`src/rtl/camera_cfg_pkg.sv`:
```
// Shared types and constants for the camera register configuration sequencer.
// The state encoding, end-of-table marker and LUT entry field positions are defined here.
package camera_cfg_pkg;

  typedef enum logic [3:0] {
    PWRUP,
    FETCH,
    DECODE,
    REQ,
    WAIT,
    RETRY_GAP,
    SETTLE,
    NEXT,
    DONE,
    ERROR
  } cfg_state_t;

  localparam logic [7:0] END_MARKER = 8'hff;

  // Layout of one LUT entry: {dev_addr, reg_addr, data}
  localparam int DEV_MSB  = 31;
  localparam int DEV_LSB  = 24;
  localparam int REG_MSB  = 23;
  localparam int REG_LSB  = 8;
  localparam int DATA_MSB = 7;
  localparam int DATA_LSB = 0;

  function automatic int max_int(input int a, input int b);
    return (a > b) ? a : b;
  endfunction

endpackage

```
`src/rtl/cfg_delay_counter.sv`:
```
// Loadable down-counter with a zero flag. It holds at zero instead of wrapping.
// It comes out of reset already loaded, so a delay can start right after reset.
module cfg_delay_counter #(
  parameter int               WIDTH       = 8,
  parameter logic [WIDTH-1:0] RESET_VALUE = '0
) (
  input  logic             i_clk,
  input  logic             i_rst,
  input  logic             i_load,
  input  logic [WIDTH-1:0] i_load_value,
  input  logic             i_en,
  output logic             o_zero
);

  logic [WIDTH-1:0] r_count;

  always_ff @(posedge i_clk or posedge i_rst) begin
    if (i_rst) begin
      r_count <= RESET_VALUE;
    end else if (i_load) begin
      r_count <= i_load_value;
    end else if (i_en && !o_zero) begin
      r_count <= r_count - 1'b1;
    end
  end

  assign o_zero = (r_count == '0);

endmodule

```
`src/rtl/camera_config_sequencer.sv`:
```
// Walks the camera register LUT and issues one I2C write per entry.
// It handles the power-up delay, the settle time after the index-0 write, NACK retries and end of table.
module camera_config_sequencer #(
  parameter int         POWERUP_DELAY = 1000000,
  parameter int         SETTLE_DELAY  = 100000,
  parameter int         MAX_RETRIES   = 3,
  parameter logic [7:0] END_MARKER    = camera_cfg_pkg::END_MARKER,
  parameter int         MAX_INDEX     = 1023
) (
  input  logic        i_clk,
  input  logic        i_rst,
  input  logic        i_restart,
  output logic [9:0]  o_lut_index,
  input  logic [31:0] i_lut_data,
  input  logic        i_lut_addr_2byte,
  output logic        o_i2c_req,
  output logic [7:0]  o_i2c_dev_addr,
  output logic [15:0] o_i2c_reg_addr,
  output logic        o_i2c_addr_2byte,
  output logic [7:0]  o_i2c_wdata,
  input  logic        i_i2c_done,
  input  logic        i_i2c_nack,
  output logic        o_busy,
  output logic        o_config_done,
  output logic        o_config_error,
  output logic [9:0]  o_entry_count
);

  import camera_cfg_pkg::*;

  // Delays are loaded as N-1 so each delay state lasts exactly N cycles (N >= 1).
  localparam int               MAX_DELAY   = max_int(POWERUP_DELAY, SETTLE_DELAY);
  localparam int               CNT_W       = $clog2(MAX_DELAY + 1);
  localparam int               ATT_W       = $clog2(MAX_RETRIES + 2);
  localparam logic [CNT_W-1:0] PWRUP_LOAD  = CNT_W'(POWERUP_DELAY - 1);
  localparam logic [CNT_W-1:0] SETTLE_LOAD = CNT_W'(SETTLE_DELAY - 1);
  localparam logic [ATT_W-1:0] ATT_LIMIT   = ATT_W'(MAX_RETRIES);
  localparam logic [9:0]       LAST_INDEX  = 10'(MAX_INDEX);

  cfg_state_t       r_state;
  cfg_state_t       w_nextState;
  logic [9:0]       r_lutIndex;
  logic [9:0]       r_entryCount;
  logic [ATT_W-1:0] r_attempt;
  logic [7:0]       r_devAddr;
  logic [15:0]      r_regAddr;
  logic             r_addr2byte;
  logic [7:0]       r_wdata;

  logic w_cntZero;
  logic w_cntLoad;
  logic w_cntEn;
  logic w_isMarker;
  logic w_ackDone;
  logic w_nackDone;
  logic w_canRetry;
  logic w_atLastIndex;
  logic w_restartOk;

  assign w_isMarker    = (i_lut_data[DEV_MSB:DEV_LSB] == END_MARKER);
  assign w_ackDone     = (r_state == WAIT) && i_i2c_done && !i_i2c_nack;
  assign w_nackDone    = (r_state == WAIT) && i_i2c_done && i_i2c_nack;
  assign w_canRetry    = (r_attempt < ATT_LIMIT);
  assign w_atLastIndex = (r_lutIndex == LAST_INDEX);
  assign w_restartOk   = i_restart && ((r_state == DONE) || (r_state == ERROR));
  assign w_cntLoad     = w_ackDone && (r_lutIndex == '0);
  assign w_cntEn       = (r_state == PWRUP) || (r_state == SETTLE);

  cfg_delay_counter #(
    .WIDTH       (CNT_W),
    .RESET_VALUE (PWRUP_LOAD)
  ) u_delay (
    .i_clk        (i_clk),
    .i_rst        (i_rst),
    .i_load       (w_cntLoad),
    .i_load_value (SETTLE_LOAD),
    .i_en         (w_cntEn),
    .o_zero       (w_cntZero)
  );

  always_ff @(posedge i_clk or posedge i_rst) begin
    if (i_rst) begin
      r_state <= PWRUP;
    end else begin
      r_state <= w_nextState;
    end
  end

  always_comb begin
    w_nextState = r_state;
    case (r_state)
      PWRUP:     if (w_cntZero) w_nextState = FETCH;
      FETCH:     w_nextState = DECODE;
      DECODE:    w_nextState = w_isMarker ? DONE : REQ;
      REQ:       w_nextState = WAIT;
      WAIT: begin
        if (w_ackDone) begin
          w_nextState = (r_lutIndex == '0) ? SETTLE : NEXT;
        end else if (w_nackDone) begin
          w_nextState = w_canRetry ? RETRY_GAP : ERROR;
        end
      end
      RETRY_GAP: w_nextState = REQ;
      SETTLE:    if (w_cntZero) w_nextState = NEXT;
      NEXT:      w_nextState = w_atLastIndex ? DONE : FETCH;
      DONE:      if (w_restartOk) w_nextState = FETCH;
      ERROR:     if (w_restartOk) w_nextState = FETCH;
      default:   w_nextState = PWRUP;
    endcase
  end

  // Request and status flags decode straight from the state register, so reset clears them asynchronously.
  always_comb begin
    o_i2c_req      = 1'b0;
    o_busy         = 1'b1;
    o_config_done  = 1'b0;
    o_config_error = 1'b0;
    case (r_state)
      REQ, WAIT: o_i2c_req = 1'b1;
      DONE: begin
        o_busy        = 1'b0;
        o_config_done = 1'b1;
      end
      ERROR: begin
        o_busy         = 1'b0;
        o_config_error = 1'b1;
      end
      default: o_i2c_req = 1'b0;
    endcase
  end

  // The I2C fields are only loaded in DECODE, so they stay stable across REQ, WAIT and retries.
  always_ff @(posedge i_clk or posedge i_rst) begin
    if (i_rst) begin
      r_lutIndex   <= '0;
      r_entryCount <= '0;
      r_attempt    <= '0;
      r_devAddr    <= '0;
      r_regAddr    <= '0;
      r_addr2byte  <= 1'b0;
      r_wdata      <= '0;
    end else begin
      if (r_state == DECODE) begin
        r_devAddr   <= i_lut_data[DEV_MSB:DEV_LSB];
        r_regAddr   <= i_lut_data[REG_MSB:REG_LSB];
        r_wdata     <= i_lut_data[DATA_MSB:DATA_LSB];
        r_addr2byte <= i_lut_addr_2byte;
        r_attempt   <= '0;
      end
      if (w_ackDone) begin
        r_entryCount <= r_entryCount + 1'b1;
      end
      if (w_nackDone && w_canRetry) begin
        r_attempt <= r_attempt + 1'b1;
      end
      if ((r_state == NEXT) && !w_atLastIndex) begin
        r_lutIndex <= r_lutIndex + 1'b1;
      end
      if (w_restartOk) begin
        r_lutIndex   <= '0;
        r_entryCount <= '0;
      end
    end
  end

  assign o_lut_index      = r_lutIndex;
  assign o_entry_count    = r_entryCount;
  assign o_i2c_dev_addr   = r_devAddr;
  assign o_i2c_reg_addr   = r_regAddr;
  assign o_i2c_addr_2byte = r_addr2byte;
  assign o_i2c_wdata      = r_wdata;

endmodule
```
`config.mk`:
```
export PLATFORM = sky130hd
export DESIGN_NAME = camera_config_sequencer
export DESIGN_NICKNAME = d
export VERILOG_FILES = /design/src/rtl/camera_cfg_pkg.sv /design/src/rtl/cfg_delay_counter.sv /design/src/rtl/camera_config_sequencer.sv
export SDC_FILE = /design/constraint.sdc
export NUM_CORES = 1
export LEC_CHECK = 0
export ABC_AREA = 0
export CAP_MARGIN = 20
export CORE_UTILIZATION = 50
export DETAILED_ROUTE_END_ITERATION = 6
export GPL_TIMING_DRIVEN = 0
export PLACE_DENSITY = 0.82
export SLEW_MARGIN = 20
export SYNTH_ARGS = -nofsm -noshare
export SYNTH_HDL_FRONTEND = slang
export SYNTH_SLANG_ARGS = --single-unit
```
`constraint.sdc`:
```
create_clock -name i_clk -period 3.5 [get_ports i_clk]
set_input_delay 0.7 -clock i_clk [delete_from_list [all_inputs] [get_ports i_clk]]
set_output_delay 0.7 -clock i_clk [all_outputs]
set_load 0.03 [all_outputs]
```
# After elaboration in Yosys (flattened, before gate mapping)
# Cells that the tools add are included.
# Widths: inputs -> output; s select.
# word_totals
ff_bits	80
elab_cells	74
in_bits	38
output_inout_bits	57
# op_classes
addsub	4
n_eq_ne	15
mux	22
reduce_logical	23
magnitude_cmp	1
# op_table
cell	count
$mux 10	4
$mux 20	2
$pmux 4 s9	1
$mux 4	8
$add 10x1->10 const B	2
$logic_not 20->1	1
$sub 20x1->20 const B	1
$eq 4x3->1 const B	4
$eq 10x10->1 const B	1
$logic_not 10->1	1
$eq 4x2->1 const B	2
$eq 4x4->1 const B	2
$eq 8x8->1 const B	1
$logic_and 1x1->1	8
$reduce_bool 2->1	4
$mux 3	2
$ne 2x1->1 const B	3
$mux 1	5
$eq 4x1->1 const B	1
$logic_not 4->1	1
$reduce_and 4->1	1
$reduce_or 2->1	2
$add 3x1->3 const B	1
$logic_not 1->1	3
3 further kinds	4

# Logic depth before layout (Yosys ltp)
# Gate-level depths: netlist (run 1).
# depth
ltp_word	6
ltp_mapped	8
ltp_nobuf	7

# Modules after synthesis
# A second synthesis (run 1) with hierarchy kept.
# unflattened
hier_cells	512
hier_area_um2	4370.4
# by_module_without_submodules
module	n_inst	area_per_inst_um2	cells_per_inst	seq_area_each_um2
camera_config_sequencer	1	2929.1	338	1501.4
cfg_delay_counter	1	1441.4	174	515.5

# Worst setup path before layout (run 1)
# OpenSTA, ideal clock, no wires.
# synth_path
path_type	register to register
start	register u_delay.r_count[12]
end	register u_delay.r_count[7]
required_ns	3.358
arrival_time_ns	2.039
stages_incl_launch_ff	7
setup_slack_ns	1.319
path_cell_list	dfrtp_1 > or4_1 > or4b_1 > buf_6 > o311ai_4 > or4_1 > nand3_1
# synth_via
elab_chain_len	4
# synth_rtl
item	line_no	source
from (decl)	cfg_delay_counter.sv:15	logic [WIDTH-1:0] r_count;
from (signal assigned)	cfg_delay_counter.sv:21	r_count <= i_load_value;
from (signal assigned)	cfg_delay_counter.sv:23	r_count <= r_count - 1'b1;
$logic_not 20->1	cfg_delay_counter.sv:27	assign o_zero = (r_count == '0);
$logic_not 1->1	cfg_delay_counter.sv:22	end else if (i_en && !o_zero) begin
$logic_and 1x1->1	cfg_delay_counter.sv:22	
$reduce_bool 2->1 (no source line)	n/a	
# Every way passes these cells.
# A chain may end at the register's enable or synchronous reset.

# Final worst setup path (run 1)
# layout_path
start	register r_state[2]
end	output port o_i2c_req
# layout_via
elab_chain_len	3
word_cells_on_any_way	4
# layout_rtl
item	line_no	source
from (decl)	camera_config_sequencer.sv:40	cfg_state_t r_state;
from (signal assigned)	camera_config_sequencer.sv:85	r_state <= w_nextState;
$eq 4x3->1 / $eq 4x2->1 (equally long branches)	camera_config_sequencer.sv:118	case (r_state)
$reduce_or 2->1 *	camera_config_sequencer.sv:118	
$mux 1 *	camera_config_sequencer.sv:118	
to (decl)	camera_config_sequencer.sv:16	output logic o_i2c_req,
# Every way passes the cells marked *; elsewhere a longest branch is shown, timed or not.

==> run_results.csv, run 1 <==
group,metric,value,unit
power_and_ir_drop,peakVddDrop,611,uV
global_routing,grt_start_max_net_pins,45,
cells_and_area,n_fill_cell,580,
timing,slew_violations,0,
yosys,synth.avg_cell_area,9.28,um^2
yosys,synth_area,3890,um^2
power_and_ir_drop,p_total,4300,uW
critical_path,critical_path_arrival,2.18,ns
worst_hold_path,holdCritPathClass,"flip-flop to flip-flop",
detailed_routing,ant_nets,0,
timing,finalHoldViolCount,0,
cts,h-tree-depth,3,
cts,clk_pin_slew_worst_paths,0.08,ns
cts,clkLatencyLatePin,0.35,ns
detailed_routing,num_vias,3370,
yosys,yosysWarnings,0,
power_and_ir_drop,seq_power_share,0.362,
timing,worstMarginPinSlew,0.594,ns
cts,cts_resized,0,
critical_path,critPathLaunchType,"flip-flop",
timing,rsz0062_at_grt,"no",
placed_design,hpwl,6.64,mm
cts,postCtsHoldBufs,0,
yosys,syn_inst,419,
yosys,yosys.area.top_type,"dfrtp_1",
yosys,ys_seq_area_frac,0.519,
timing,min_period,2.88,ns
global_routing,gr-total-overflow,0,
critical_path,worstSetupPathType,"flip-flop to output pin",
yosys,synth.most_common_cell,"nand2_1",
detailed_routing,viasPerCell,5.36,
cells_and_area,drive_gt1_frac,0.0736,
detailed_routing,drt_wl_total,9.21,mm
cts,cts_root_buf,"clkbuf_8",
timing,worst_hold_slack,0.480,ns
yosys,synth.distinct_cells,54,
yosys,syn-num-nets,463,
critical_path,required,2.80,ns
critical_path,endpoint_kind,"output pin",
cells_and_area,seq_area,2020,um^2
cells_and_area,area_growth,32.4,%
global_routing,global_route.usage.total,0.238,
cells_and_area,layout.nets,569,
floorplanning,rows,31,
yosys,ys_ff_latch,80,
critical_path,crit_chain,"clkbuf_1, nor3b_1, a21oi_1, nor2_1, clkdlybuf4s50_1",
floorplanning,initial_core_util,0.528,
yosys,synth_ff_type,"dfrtp_1",
detailed_routing,drtIter0Drc,172,
cts,clock_sinks,80,
power_and_ir_drop,power_density,835,nW/um^2
global_routing,antenna_found_initial,0,
job,maxCapViolations,0,
floorplanning,die_h,90.2,um
power_and_ir_drop,p_int,2400,uW
cells_and_area,multi_input_area,1760,um^2
detailed_routing,first_pass_iters,6,
critical_path,cpMaxStageDelayCell,"clkdlybuf4s50_1",
timing,clock_skew,0.0142,ns
floorplanning,die_x,90.2,um
floorplanning,dieArea,8130,um^2
power_and_ir_drop,combPwrFrac,0.496,
timing,setup-violations-final,0,
power_and_ir_drop,leakage,0.00217,uW
critical_path,max_stage_delay,0.71,ns
global_routing,grt_pass1_wl,15.6,mm
global_routing,grt_pass1_vias,3374,
yosys,synth_commonest_cells,"120 x nand2_1, 68 x dfrtp_1, 44 x nor2_1",
yosys,synth_edf_count,0,
yosys,synthTopCellsByArea,"dfrtp_1 44%, nand2_1 12%, dfstp_2 8.1%, xor2_1 4.5%, nor2_1 4.2%",
power_and_ir_drop,p_switching,1900,uW
cts,cts_buffers,9,
detailed_routing,routedWlPerCell,14.6,um
timing,slew_headroom,0.601,
detailed_routing,drc,0,
yosys,yosysTopAreaCellShare,0.438,
timing,post-route-period-util,0.824,
placed_design,place.gp.congestion,0.974,
cts,post-cts-setup-buffers,0,
cells_and_area,num_antenna_cells,0,
cts,cts_tree,"built",
power_and_ir_drop,power_frac_clock,0.141,
critical_path,worst-path-max-fanout,10,
yosys,async_flop_share,1.00,
timing,fmax,0.347,GHz
cts,cts.path.max_buffers,2,
floorplanning,fp.coreArea,7370,um^2
status,status,"finished, final reports clean",
placed_design,numPortBuffers,94,
power_and_ir_drop,p_sw_frac,0.442,
floorplanning,pin_count,95,
-- sequential cells by signal (all words and copies together), names as in the netlist --
name and flops:
o_i2c_dev_addr 8, r_state 4, r_attempt 3, o_i2c_reg_addr 16
o_entry_count 10, o_i2c_wdata 8, o_lut_index 10, u_delay.r_count 20
o_i2c_addr_2byte 1
-- placed cells by master, fill, tap and decap left out, types with 4 or more instances in the layout --
cell type | synthesis | routed
a21oi_1 | 6 | 6
and3_1 | 5 | 5
clkbuf_1 | 16 | 17
clkbuf_8 | 0 | 10
clkdlybuf4s50_1 | 0 | 94
dfrtp_1 | 68 | 68
dfstp_2 | 12 | 12
ha_1 | 6 | 6
inv_1 | 8 | 7
mux2i_1 | 5 | 5
nand2_1 | 120 | 120
nand3_1 | 16 | 16
nand4_1 | 9 | 9
nor2_1 | 44 | 44
nor3_1 | 10 | 10
nor4_1 | 4 | 4
o21ai_0 | 5 | 5
xnor2_1 | 11 | 11
xor2_1 | 20 | 20
-- worst paths after layout --
path	start	endpoint	slack [ns]	cells after the start
setup / recovery	r_state[2]	o_i2c_req	0.62	5
hold / removal	o_i2c_dev_addr[3]	o_i2c_dev_addr[3]	0.48	2
setup reg to reg	u_delay.r_count[8]	u_delay.r_count[13]	1.17	5
hold reg to reg	o_i2c_dev_addr[3]	o_i2c_dev_addr[3]	0.48	2
max in group asynchronous	i_rst	u_delay.r_count[3]	2.15	3
min in group asynchronous	i_rst	u_delay.r_count[8]	0.72	2
-- metal layers --
metal	vias to the layer above	track usage	part of all wire
met4	0	0.0874	0.015
li1	1630	-	-
met3	16	0.0761	0.070
met5	-	0	0
met1	1626	0.286	0.43
met2	98	0.401	0.49
-- layout make-up --
cell class              count  area share
flip-flops and latches     80       0.392
multi-input cells         313       0.343
repair buffers             95       0.187
clock buffers              11      0.0275
well taps                  99      0.0241
plain buffers              18      0.0148
inverters                   8     0.00632
clock inverters             5     0.00608
-- critical path: cells and delay by family, from the launching register on --
kind	cells	cell delay (ns)
buffers and inverters	2	1.06
AO/OA/AOI/OAI	1	0.06
flip-flops	1	0.39
AND/OR/NAND/NOR	2	0.33
-- power groups by stage --
stage,clock network (uW),logic (uW),registers [uW]
3_5_place_dp,0,2130,1560
3_3_place_gp,0,2070,1550
6_report,608,2130,1560
2_1_floorplan,0,828,2030
5_1_grt,668,2310,1600
4_1_cts,618,2140,1550
-- stage by stage --
step | std cells | util | cell area (um^2) | worst slack, ns | TNS, ns
global placement | 612 | 0.672 | 4950 | -0.501 | -33.76
finish | 629 | 0.698 | 5150 | 0.616 | 0
floorplan | 419 | - | 3890 | 0.768 | 0
global route | 629 | 0.698 | 5150 | 0.448 | 0
detailed placement | 613 | 0.675 | 4970 | 0.887 | 0
CTS | 629 | 0.698 | 5150 | 0.626 | 0
-- cells by family after synthesis --
family,count (synthesis),share of synthesized area
AOI/OAI and AO/OA,35,0.0731
adders and majority gates,6,0.0193
muxes,5,0.0129
DFF,80,0.519
xor gates and xnor gates,31,0.0698
and+or+nand+nor,236,0.279
buffers and inverters,26,0.0274
Power figures use the tool's default switching activity.
==> run 2, diff against run 1 <==
--- a/config.mk
+++ b/config.mk
@@ -7,10 +7,10 @@
 export LEC_CHECK = 0
 export ABC_AREA = 0
 export CAP_MARGIN = 20
-export CORE_UTILIZATION = 50
+export CORE_UTILIZATION = 45
 export DETAILED_ROUTE_END_ITERATION = 6
 export GPL_TIMING_DRIVEN = 0
-export PLACE_DENSITY = 0.82
+export PLACE_DENSITY = 0.78
 export SLEW_MARGIN = 20
 export SYNTH_ARGS = -nofsm -noshare
 export SYNTH_HDL_FRONTEND = slang
==> constraint.sdc (replaced) <==
create_clock -name i_clk -period 2.5 [get_ports i_clk]
set_input_delay 0.5 -clock i_clk [delete_from_list [all_inputs] [get_ports i_clk]]
set_output_delay 0.5 -clock i_clk [all_outputs]
set_load 0.03 [all_outputs]
==> run_results.csv, run 2 (synthesized netlist as in run 1, its figures left out) <==
group,metric,value,unit
critical_path,critPathLaunchType,"flip-flop",
cells_and_area,largest_reg_flops,20,
critical_path,critPathTopFamily,"simple AND/OR/NAND/NOR gates",
cells_and_area,drive_gt1_frac,0.0829,
critical_path,cp.buffers_inverters,1,
global_routing,global_route.usage.total,0.217,
floorplanning,die_x,94.9,um
critical_path,worst-path-max-fanout,6,
power_and_ir_drop,power_density,1190,nW/um^2
critical_path,r2r-start,"r_state[1]",
timing,worst_hold_slack,0.484,ns
worst_hold_path,holdCritPathClass,"flip-flop to flip-flop",
floorplanning,dieArea,9010,um^2
timing,setup-violations-final,0,
cells_and_area,n_fill_cell,668,
timing,slew_headroom,0.543,
floorplanning,initial_core_util,0.468,
detailed_routing,drc,0,
critical_path,r2r-end,"o_entry_count[9]",
cts,h-tree-depth,3,
detailed_routing,routedWlPerCell,14.4,um
worst_hold_path,min_from,"o_i2c_dev_addr[6]",
critical_path,worstSetupPathType,"flip-flop to flip-flop",
timing,fmax,0.421,GHz
global_routing,grtUsageMet3,0.0596,
detailed_routing,num_vias,3387,
cts,postCtsHoldBufs,0,
status,status,"finished, final reports clean",
detailed_routing,first_pass_iters,4,
detailed_routing,viasPerCell,5.33,
detailed_routing,drt_wl_total,9.15,mm
power_and_ir_drop,leakage,0.00222,uW
placed_design,numPortBuffers,94,
worst_hold_path,hold_path_depth,2,
cells_and_area,layout.nets,570,
placed_design,hpwl,6.63,mm
timing,clock_skew,0.00909,ns
cts,cts_tree,"built",
global_routing,grt_pass1_wl,15.1,mm
critical_path,cpMaxStageDelayCell,"or4b_2",
floorplanning,fp.coreArea,8300,um^2
cts,cts.path.max_buffers,2,
cts,clock_sinks,80,
timing,slew_violations,0,
placed_design,pre_cts_ws,0.0634,ns
cells_and_area,largest_register,"u_delay.r_count",
critical_path,r2r_slack,0.12,ns
critical_path,max_stage_delay,0.63,ns
global_routing,grt_start_max_net_pins,32,
cts,post-cts-setup-buffers,0,
global_routing,gr-total-overflow,0,
global_routing,grt_pass1_vias,3277,
cells_and_area,mostFrequentLayoutCell,"nand2_1",
timing,worstMarginPinSlew,0.684,ns
detailed_routing,ant_nets,0,
critical_path,endpoint_kind,"flip-flop",
timing,min_period,2.38,ns
timing,post-route-period-util,0.951,
critical_path,rr_worst_depth,6,
cts,clkLatencyLatePin,0.36,ns
job,maxCapViolations,0,
critical_path,critical_path_arrival,2.60,ns
critical_path,crit_chain,"or4b_2, clkbuf_1, nor3_1, nand3_1, xor2_1, nor2_1",
global_routing,use_met1,0.271,
cts,cts_root_buf,"clkbuf_8",
cts,clk_pin_slew_worst_paths,0.08,ns
timing,rsz0062_at_grt,"no",
timing,worst_slack,0.123,ns
global_routing,use_met2,0.354,
critical_path,required,2.73,ns
floorplanning,rows,33,
floorplanning,pin_count,95,
cts,cts_buffers,9,
timing,finalHoldViolCount,0,
cells_and_area,area_growth,34.9,%
cells_and_area,final_cell_mix,"120 x nand2_1, 90 x clkdlybuf4s50_1, 68 x dfrtp_1",
placed_design,place.gp.congestion,0.866,
detailed_routing,drtIter0Drc,135,
worst_hold_path,hold_path_end,"o_i2c_dev_addr[6]",
cells_and_area,num_antenna_cells,0,
global_routing,grt_busiest_layer,"met2",
floorplanning,die_h,94.9,um
global_routing,antenna_found_initial,0,
power_and_ir_drop,peakVddDrop,766,uV
timing,timing.setup.tns,0,ns
==> run 2: changes by cell type in the layout (fill, tap and decap cells not counted), sizes merged <==
cell,delta
clkdlybuf4s50,-4
clkinv,-3
dlygate4sd2,+3
bufinv,+2
buf,+1
clkinvlp,+1
dlymetal6s2s,+1
==> run 2: worst max path at each step <==
| stage | start | end | slack (ns) | cells after the start |
|---|---|---|---|---|
| after floorplan | u_delay.r_count[12] | u_delay.r_count[7] | 0.32 | 6 |
| after global placement | i_i2c_done | u_delay.r_count[4] | 0.08 | 7 |
| after detailed placement | i_i2c_done | u_delay.r_count[4] | 0.06 | 7 |
| after CTS | r_state[1] | o_busy | 0.07 | 4 |
| after global routing | r_state[1] | o_i2c_req | 0.003 | 5 |
| final | r_state[1] | o_entry_count[9] | 0.12 | 6 |
==> run 2: stage by stage <==
step	utilization	power (uW)	std cells	area [um^2]
after floorplan	-	4000	419	3890
after global placement	0.598	5070	618	4960
after detailed placement	0.603	5160	620	5000
after CTS	0.631	6300	636	5240
after global routing	0.632	6650	636	5240
final	0.632	6260	636	5240
==> run 2: cell type report <==
cell class | instances | area (um^2) | area share
Buffer | 18 | 78.8 | 0.0150
Clock buffer | 11 | 151 | 0.0289
Clock inverter | 5 | 85.1 | 0.0162
Inverter | 8 | 33.8 | 0.00644
Multi-Input combinational cell | 313 | 1770 | 0.337
Sequential cell | 80 | 2020 | 0.385
Tap cell | 105 | 131 | 0.0251
Timing Repair Buffer | 96 | 980 | 0.187
==> run 2: routing by layer <==
layer	up-vias	wire, um
met1	1643	3870
li1	1635	-
met4	0	158
met5	-	0
met2	96	4490
met3	13	626
==> run 2: worst min-delay path: stages (launching register included) <==
cell,delay (ns)
dfrtp_1,0.35
nand2_1,0.05
nand2_1,0.05
==> run 2: power breakdown <==
group	total, uW	switching (uW)	internal, uW
clock	1110	490	624
sequential	2170	383	1790
combinational	2970	1800	1180
total	6260	2670	3590
==> run 2: what timing repair did <==
action	4_1_cts	5_1_grt
resized for setup	5	2
setup endpoints to repair	4	2
pin swaps	0	0
==> run 3, diff against run 2 <==
--- a/config.mk
+++ b/config.mk
@@ -6,7 +6,6 @@
 export NUM_CORES = 1
 export LEC_CHECK = 0
 export ABC_AREA = 0
-export CAP_MARGIN = 20
 export CORE_UTILIZATION = 45
 export DETAILED_ROUTE_END_ITERATION = 6
 export GPL_TIMING_DRIVEN = 0
==> results of run 3 <==
Final layout, timing and power as in run 2 (identical DEF).
